$ cat src/rtl/dm_port_arbiter.sv
// dm_port_arbiter
// Shares one single-port synchronous data RAM between the two pipeline
// memory ports. p0 (older) wins a same-cycle conflict. p1 is parked in a
// holding register and replayed the following cycle while `stall` freezes
// both pipelines for the conflict cycle. Two stores from the same pair to
// the same address collapse into the younger (p1) store. A saturating
// counter records every serialized conflict.

module dm_port_arbiter #(
    parameter int AW    = 9,
    parameter int DW    = 16,
    parameter int CNT_W = 16
) (
    input  logic             clk,
    input  logic             rst,

    input  logic             p0_req,
    input  logic             p0_write_mem,
    input  logic [AW-1:0]    p0_maddr,
    input  logic [DW-1:0]    p0_wdata,
    output logic [DW-1:0]    p0_rdata,
    output logic             p0_rvalid,

    input  logic             p1_req,
    input  logic             p1_write_mem,
    input  logic [AW-1:0]    p1_maddr,
    input  logic [DW-1:0]    p1_wdata,
    output logic [DW-1:0]    p1_rdata,
    output logic             p1_rvalid,

    output logic [AW-1:0]    mem_maddr,
    output logic [DW-1:0]    mem_wdata,
    output logic             mem_write,
    input  logic [DW-1:0]    mem_rdata,

    output logic             stall,
    output logic [CNT_W-1:0] conflict_cnt
);

    typedef enum logic {
        ST_IDLE   = 1'b0,
        ST_REPLAY = 1'b1
    } state_t;

    // Which port a read issued this cycle belongs to; used one cycle later
    // to steer mem_rdata into the right return register.
    typedef enum logic [1:0] {
        OWN_NONE = 2'd0,
        OWN_P0   = 2'd1,
        OWN_P1   = 2'd2
    } owner_t;

    localparam logic [CNT_W-1:0] CNT_ONE = {{(CNT_W-1){1'b0}}, 1'b1};
    localparam logic [CNT_W-1:0] CNT_MAX = {CNT_W{1'b1}};

    // Arbiter state and the parked p1 request.
    state_t          state_q,      state_d;
    logic [AW-1:0]   hold_addr_q,  hold_addr_d;
    logic [DW-1:0]   hold_wdata_q, hold_wdata_d;
    logic            hold_write_q, hold_write_d;

    // Last address/data presented to the RAM, held while nobody requests.
    logic [AW-1:0]   last_addr_q;
    logic [DW-1:0]   last_wdata_q;

    logic [CNT_W-1:0] cnt_q;
    owner_t           rd_owner_q;

    logic [DW-1:0]   p0_rdata_q, p1_rdata_q;
    logic            p0_rvalid_q, p1_rvalid_q;

    // Current-cycle selection.
    logic            sel_valid_s;
    logic            sel_write_s;
    logic [AW-1:0]   sel_addr_s;
    logic [DW-1:0]   sel_wdata_s;
    owner_t          sel_owner_s;
    logic            conflict_s;

    logic            both_req_s;
    logic            dual_store_s;

    assign both_req_s   = p0_req & p1_req;
    // Both stores to one address: the younger store is the architecturally
    // visible one, so the older store can simply be dropped.
    assign dual_store_s = both_req_s & p0_write_mem & p1_write_mem
                          & (p0_maddr == p1_maddr);

    // Select which request owns the RAM this cycle and compute next state.
    always_comb begin
        sel_valid_s  = 1'b0;
        sel_write_s  = 1'b0;
        sel_addr_s   = last_addr_q;
        sel_wdata_s  = last_wdata_q;
        sel_owner_s  = OWN_NONE;
        conflict_s   = 1'b0;
        state_d      = state_q;
        hold_addr_d  = hold_addr_q;
        hold_wdata_d = hold_wdata_q;
        hold_write_d = hold_write_q;

        case (state_q)
            ST_IDLE: begin
                if (both_req_s && !dual_store_s) begin
                    // Real conflict: older port first, park the younger one.
                    sel_valid_s  = 1'b1;
                    sel_write_s  = p0_write_mem;
                    sel_addr_s   = p0_maddr;
                    sel_wdata_s  = p0_wdata;
                    sel_owner_s  = OWN_P0;
                    conflict_s   = 1'b1;
                    hold_addr_d  = p1_maddr;
                    hold_wdata_d = p1_wdata;
                    hold_write_d = p1_write_mem;
                    state_d      = ST_REPLAY;
                end else if (p1_req) begin
                    // p1 alone, or the collapsed same-address store pair.
                    sel_valid_s  = 1'b1;
                    sel_write_s  = p1_write_mem;
                    sel_addr_s   = p1_maddr;
                    sel_wdata_s  = p1_wdata;
                    sel_owner_s  = OWN_P1;
                end else if (p0_req) begin
                    sel_valid_s  = 1'b1;
                    sel_write_s  = p0_write_mem;
                    sel_addr_s   = p0_maddr;
                    sel_wdata_s  = p0_wdata;
                    sel_owner_s  = OWN_P0;
                end else begin
                    sel_valid_s  = 1'b0;
                end
            end
            ST_REPLAY: begin
                // Port requests are ignored while the parked p1 access runs.
                sel_valid_s = 1'b1;
                sel_write_s = hold_write_q;
                sel_addr_s  = hold_addr_q;
                sel_wdata_s = hold_wdata_q;
                sel_owner_s = OWN_P1;
                state_d     = ST_IDLE;
            end
            default: begin
                state_d = ST_IDLE;
            end
        endcase
    end

    // RAM drive and stall are combinational; reset forces them quiet at once
    // so a parked store cannot reach the RAM while reset is asserted.
    always_comb begin
        if (rst) begin
            mem_write = 1'b0;
            mem_maddr = '0;
            mem_wdata = '0;
            stall     = 1'b0;
        end else begin
            mem_write = sel_valid_s & sel_write_s;
            mem_maddr = sel_addr_s;
            mem_wdata = sel_wdata_s;
            stall     = conflict_s;
        end
    end

    // Arbiter FSM together with the p1 holding register.
    always_ff @(posedge clk or posedge rst) begin
        if (rst) begin
            state_q      <= ST_IDLE;
            hold_addr_q  <= '0;
            hold_wdata_q <= '0;
            hold_write_q <= 1'b0;
        end else begin
            state_q      <= state_d;
            hold_addr_q  <= hold_addr_d;
            hold_wdata_q <= hold_wdata_d;
            hold_write_q <= hold_write_d;
        end
    end

    // Remember the last RAM address/data so idle cycles keep them steady.
    always_ff @(posedge clk or posedge rst) begin
        if (rst) begin
            last_addr_q  <= '0;
            last_wdata_q <= '0;
        end else if (sel_valid_s) begin
            last_addr_q  <= sel_addr_s;
            last_wdata_q <= sel_wdata_s;
        end else begin
            last_addr_q  <= last_addr_q;
            last_wdata_q <= last_wdata_q;
        end
    end

    // Saturating count of serialized conflicts.
    always_ff @(posedge clk or posedge rst) begin
        if (rst) begin
            cnt_q <= '0;
        end else if (conflict_s && (cnt_q != CNT_MAX)) begin
            cnt_q <= cnt_q + CNT_ONE;
        end else begin
            cnt_q <= cnt_q;
        end
    end

    // Tag each issued read with its owner for the next-cycle return.
    always_ff @(posedge clk or posedge rst) begin
        if (rst) begin
            rd_owner_q <= OWN_NONE;
        end else if (sel_valid_s && !sel_write_s) begin
            rd_owner_q <= sel_owner_s;
        end else begin
            rd_owner_q <= OWN_NONE;
        end
    end

    // Capture returning RAM data into the owning port's register.
    always_ff @(posedge clk or posedge rst) begin
        if (rst) begin
            p0_rdata_q  <= '0;
            p1_rdata_q  <= '0;
            p0_rvalid_q <= 1'b0;
            p1_rvalid_q <= 1'b0;
        end else begin
            p0_rvalid_q <= (rd_owner_q == OWN_P0);
            p1_rvalid_q <= (rd_owner_q == OWN_P1);
            case (rd_owner_q)
                OWN_P0:  p0_rdata_q <= mem_rdata;
                OWN_P1:  p1_rdata_q <= mem_rdata;
                default: begin
                    p0_rdata_q <= p0_rdata_q;
                    p1_rdata_q <= p1_rdata_q;
                end
            endcase
        end
    end

    assign p0_rdata     = p0_rdata_q;
    assign p1_rdata     = p1_rdata_q;
    assign p0_rvalid    = p0_rvalid_q;
    assign p1_rvalid    = p1_rvalid_q;
    assign conflict_cnt = cnt_q;

endmodule

$ cat config.mk
export PLATFORM = sky130hd
export DESIGN_NAME = dm_port_arbiter
export DESIGN_NICKNAME = d
export VERILOG_FILES = /design/src/rtl/dm_port_arbiter.sv
export SDC_FILE = /design/constraint.sdc
export NUM_CORES = 1
export LEC_CHECK = 0
export ABC_AREA = 1
export CORE_MARGIN = 3
export CORE_UTILIZATION = 54
export CTS_BUF_LIST = sky130_fd_sc_hd__clkbuf_2
export CTS_CLUSTER_DIAMETER = 120
export DETAILED_ROUTE_END_ITERATION = 10
export MAX_ROUTING_LAYER = met4
export PLACE_DENSITY = 0.89
export SLEW_MARGIN = 20
export SYNTH_ARGS = -nofsm -noshare
export SYNTH_HDL_FRONTEND = slang
export SYNTH_SLANG_ARGS = --single-unit
$ cat constraint.sdc
create_clock -name clk -period 8.4 [get_ports clk]
set_input_delay 0.84 -clock clk [delete_from_list [all_inputs] [get_ports clk]]
set_output_delay 0.84 -clock clk [all_outputs]
set_load 0.05 [all_outputs]
Word level (Yosys, flattened, before mapping)
Index checks and enable logic that the tools add are counted.
Storage, ports and cells
  register bits: 104
  bits in latches: 0
  RAM bits: 0
  bits in read-only memories: 0
  word-level logic and storage cells: 57
  memories: 0
Operators by class
  add/subtract/negate cells: 1
  $mul: 0
  divide/modulo/power cells: 0
  magnitude comparators: 0
  equal/unequal tests: 4
  shift operators: 0
  muxes and demuxes: 28
  bitwise operators: 6
  reductions and logical operators: 6
Operator list (number)
  16-bit 2-to-1 mux: 4
  9-bit 2-to-1 mux: 4
  16-bit one-hot mux with 2 select lines: 1
  9-bit one-hot mux with 2 select lines: 1
  16-bit by 1-bit adder with 16-bit output, second input constant: 1
  16-bit != test, second input constant: 1
  1-bit 2-to-1 mux: 11
  9-bit equality test: 1
  2-bit 2-to-1 mux: 3
  1-bit one-hot mux with 2 select lines: 3
  1-bit bitwise AND: 5
  2-bit one-hot mux with 2 select lines: 1
  1-bit logical AND: 3
  2-bit by 1-bit equality test with 1-bit output, second input constant: 1
  2-bit equality test, second input constant: 1
  1-bit zero test: 2
  2-bit AND reduction: 1
  1-bit NOT: 1

Longest topological paths before layout
  depth after elaboration: 11
  gate-level depth with buffers: 14
  mapped depth without buffers: 13

Worst setup path after synthesis
No wires, ideal clock.
  path type: input-to-output
  start: input port p1_req
  end: output port mem_maddr[0]
  arrival time: 2.612 ns
  data required time: 7.560 ns
  setup slack: 4.948 ns
  cell stages on the path: 10
  buffers on the path: 2
  path through: buf_4 nand2_1 a21oi_1 nand2_1 nor2_2 nand3_4 clkbuf_1 nand3_1 nand3_1 a21oi_1
On the way
  longest elaborated chain between the ends: 9
  elaborated cells on any way between the ends: 10
  classes of those cells: mux (4); bitwise (4); reduce/logical (2)
Ends and longest elaborated chain
  start: declaration: line 24  | input logic p1_req,
  1-bit bitwise AND: line 83  | assign both_req_s = p0_req & p1_req;
  1-bit bitwise AND (2 in series): line 86  | assign dual_store_s = both_req_s & p0_write_mem & p1_write_mem
  1-bit bitwise AND: line 87  | & (p0_maddr == p1_maddr);
  1-bit zero test: line 104  | if (both_req_s && !dual_store_s) begin
  1-bit logical AND: line 104
  9-bit 2-to-1 mux *: line 104
  9-bit one-hot mux with 2 select lines *: line 102  | case (state_q)
  9-bit 2-to-1 mux *: line 151  | if (rst) begin
  end: declaration: line 31  | output logic [AW-1:0] mem_maddr,
Mark *: on every way between the ends. The rest lies on a longest branch, timed or not.

Worst setup path in the final report
  start: input port p0_req
  end: output port mem_wdata[14]
On the way
  longest elaborated chain between the ends: 9
  elaborated cells on any way between the ends: 11
  classes of those cells: mux (5); bitwise (4); reduce/logical (2)
Ends and longest elaborated chain
  start: declaration: line 17  | input logic p0_req,
  1-bit bitwise AND: line 83
  1-bit bitwise AND (2 in series): line 86
  1-bit bitwise AND: line 87
  1-bit zero test: line 104
  1-bit logical AND: line 104
  16-bit 2-to-1 mux *: line 104
  16-bit one-hot mux with 2 select lines *: line 102
  16-bit 2-to-1 mux *: line 151
  end: declaration: line 32  | output logic [DW-1:0] mem_wdata,
Marks and branches as above.

==> impl_metrics.py <==
metrics = {
    "synthesis": {
        "yosysWarnings": 0,
        "synth_edf_count": 0,
        "seq_area_frac_synth_pct": 48.99,
        "synth.cell_area_um2": 5313,
        "synth_nets": 788,
        "synthCells": 715,
        "synthFlopType": "dfrtp_1",
        "synth_area_per_cell_um2": 7.430,
        "synth_cell_types": 28,
        "ys_ff_latch": 104,
        "async_reset_ff_share_pct": 100.0,
    },
    "worst_hold_path": {
        "holdPathEnd": "p1_rvalid$_DFF_PP0_",
        "whs_path_depth": 1,
        "hold_class": "register to register",
        "min_from": "rd_owner_q[0]$_DFF_PP0_",
    },
    "clock_network": {
        "cts_setup_buffers": 0,
        "cts.reportedPaths.clkPinSlew_ns": 0.26,
        "cts_made_buffers": 9,
        "clock-sinks": 104,
        "post_cts_resize_count": 0,
        "cts_tree": "done",
        "clock_latency_ns": 0.59,
        "root_buffer": "clkbuf_2",
        "postCtsHoldBufs": 0,
        "clock_path_buffers": 2,
        "htree_levels": 3,
    },
    "final_layout": {
        "area_growth_pct": 30.52,
        "drive_above_1_share_pct": 3.555,
        "final_core_util_pct": 73.65,
        "fin_area_um2": 6934,
        "mostFrequentLayoutCell": "nand2_1",
        "final_cell_mix": "nand2_1 (265), clkdlybuf4s50_1 (146), dfrtp_1 (104), inv_1 (81), nand3_1 (58)",
        "n_antenna_cell": 0,
        "nNetsFinal": 913,
        "fillers": 721,
    },
    "route": {
        "drc": 0,
        "ant_nets": 0,
        "vias": 5229,
        "via_per_inst": 5.374,
        "routedWlPerCell_um": 15.20,
        "drt_iter0_markers": 401,
        "drtPass1Iterations": 5,
        "wirelength_um": 14790,
    },
    "setup_path": {
        "cp-start-kind": "input port",
        "r2r_start": "state_q$_DFF_PP0_",
        "critPathMaxFanout": 27,
        "critPathKind": "input port to primary output",
        "rrSetupSlack_ns": 4.87,
        "ff2ff_path_depth": 7,
        "worstReg2RegEnd": "conflict_cnt[9]$_DFFE_PP0P_",
        "required_ns": 7.56,
        "endpoint_kind": "primary output",
        "cp.arrival_ns": 4.05,
    },
    "global_route": {
        "busiest_layer": "met2",
        "grt_usage_pct": 28.36,
        "grt_overflow": 0,
        "grt_use_met2_pct": 44.26,
        "grt_max_degree": 78,
        "met1_usage_pct": 37.92,
        "use_met3_pct": 5.374,
        "grt_pass1_wl_um": 24780,
        "antenna_found_initial": 0,
        "grt_pass1_vias": 5122,
    },
    "die": {
        "initial_core_util_pct": 56.43,
        "die_x_um": 105.2,
        "num_rows": 35,
        "ios": 149,
        "dieArea_um2": 11060,
        "coreArea_um2": 9415,
        "die_y_um": 105.2,
    },
    "timing": {
        "finalHoldViolations": 0,
        "period_share_pct": 58.17,
        "setup_tns_ns": 0,
        "slew_headroom_pct": 35.19,
        "clock_skew_ns": 0.03482,
        "fin_crit_ns": 4.886,
        "setup_viol_count_final": 0,
        "rsz0062_at_grt": "false",
        "finalMaxSlewViolations": 0,
        "fmax_mhz": 204.7,
        "hold_ws_ns": 0.4765,
        "worst_pin_slew_ns": 0.9721,
        "setup_slack_ns": 3.514,
    },
    "run": {
        "maxCapViolCount": 0,
    },
    "pwr": {
        "vdd_drop_max_mv": 0.1138,
        "power_density_nw_per_um2": 219.0,
        "p_leak_nw": 3.460,
    },
    "placement": {
        "dpl.hpwl_um": 10290,
        "numPortBuffers": 148,
        "gp_congestion": 0.9275,
        "dpl_worst_slack_ns": 2.924,
        "dpl_cell_area_um2": 6804,
    },
    "status": {
        "outcome": "complete, no violations",
    },
}
==> worst max path at each step <==
stage | from | endpoint | slack, ns | cells past startpoint
4_1_cts | p1_req | mem_wdata[14] | 2.90 | 12
5_1_grt | p0_req | mem_wdata[14] | 3.26 | 12
3_5_place_dp | p1_req | mem_wdata[14] | 2.92 | 12
6_report | p0_req | mem_wdata[14] | 3.51 | 12
2_1_floorplan | rst | conflict_cnt[0]$_DFFE_PP0P_ | 4.42 | 3
3_3_place_gp | p1_req | mem_wdata[0] | 3.05 | 12
==> cell type report <==
class	count	area (µm²)	share of cell area [%]
Clock inverter	6	85.08	1.227
Tap cell	129	161.4	2.328
Clock buffer	9	45.04	0.6496
Multi-Input combinational cell	491	2240	32.30
Inverter	85	321.6	4.637
Timing Repair Buffer	149	1479	21.33
Sequential cell	104	2603	37.53
==> kinds of logic after synthesis <==
group / Yosys count / share of synthesized area (%)
AOI/OAI and AO/OA: 91 / 9.774
xor gates and xnor gates: 14 / 2.308
adders and majority gates: 1 / 0.2355
buffers and inverters: 120 / 8.997
DFF: 104 / 48.99
and+or+nand+nor: 385 / 29.70
==> routing by layer <==
layer / part of all wire (%) / wire length, µm
met5: 0 / 0
met2: 47 / 7023
met1: 43 / 6323
met4: 1.9 / 275
met3: 7.9 / 1168
==> power breakdown <==
part | leakage [nW] | switching [mW] | total (mW) | internal, mW
registers | 1.30 | 0.0537 | 0.645 | 0.592
clock network | 0.0738 | 0.165 | 0.261 | 0.0954
logic | 2.09 | 0.409 | 0.613 | 0.204
total | 3.46 | 0.628 | 1.52 | 0.891
==> registers in the layout, summed over array words and instances (netlist names) <==
signal,cells
last_addr_q,9
p0_rvalid,1
p0_rdata,16
rd_owner_q,2
p1_rvalid,1
last_wdata_q,16
conflict_cnt,16
hold_write_q,1
hold_wdata_q,16
p1_rdata,16
hold_addr_q,9
state_q,1
==> through the flow <==
| step | power (mW) | instances |
|---|---|---|
| finish | 1.519 | 973 |
| global route | 1.597 | 973 |
| CTS | 1.523 | 973 |
| detailed placement | 1.268 | 958 |
| global placement | 1.248 | 958 |
| floorplan | 1.043 | 715 |
==> critical path: stages <==
cell,delay (ns)
clkdlybuf4s50_1,0.59
nand2_1,0.12
a21oi_1,0.14
nand2_1,0.08
nor2_2,0.14
nand3_4,0.31
nand2_2,0.57
nand2_1,0.12
nand3_1,0.10
nand2_1,0.09
nor2_1,0.11
clkdlybuf4s50_1,0.82
==> Yosys cell counts (all sizes together) (3+ instances only) <==
| cell type | instances | area (µm²) |
|---|---|---|
| buf | 17 | 91.33 |
| a21oi | 19 | 95.09 |
| nand3 | 60 | 325.3 |
| clkbuf | 18 | 67.56 |
| nand4 | 4 | 25.02 |
| nor2 | 50 | 192.7 |
| xor2 | 9 | 78.83 |
| a22oi | 16 | 120.1 |
| nand2 | 267 | 1007 |
| inv | 85 | 319.1 |
| dfrtp | 104 | 2603 |
| o22ai | 6 | 37.54 |
| o21ai | 45 | 225.2 |
| a221oi | 3 | 26.28 |
| xnor2 | 5 | 43.79 |
| nor3 | 3 | 20.02 |
Power figures use the tool's default switching activity.
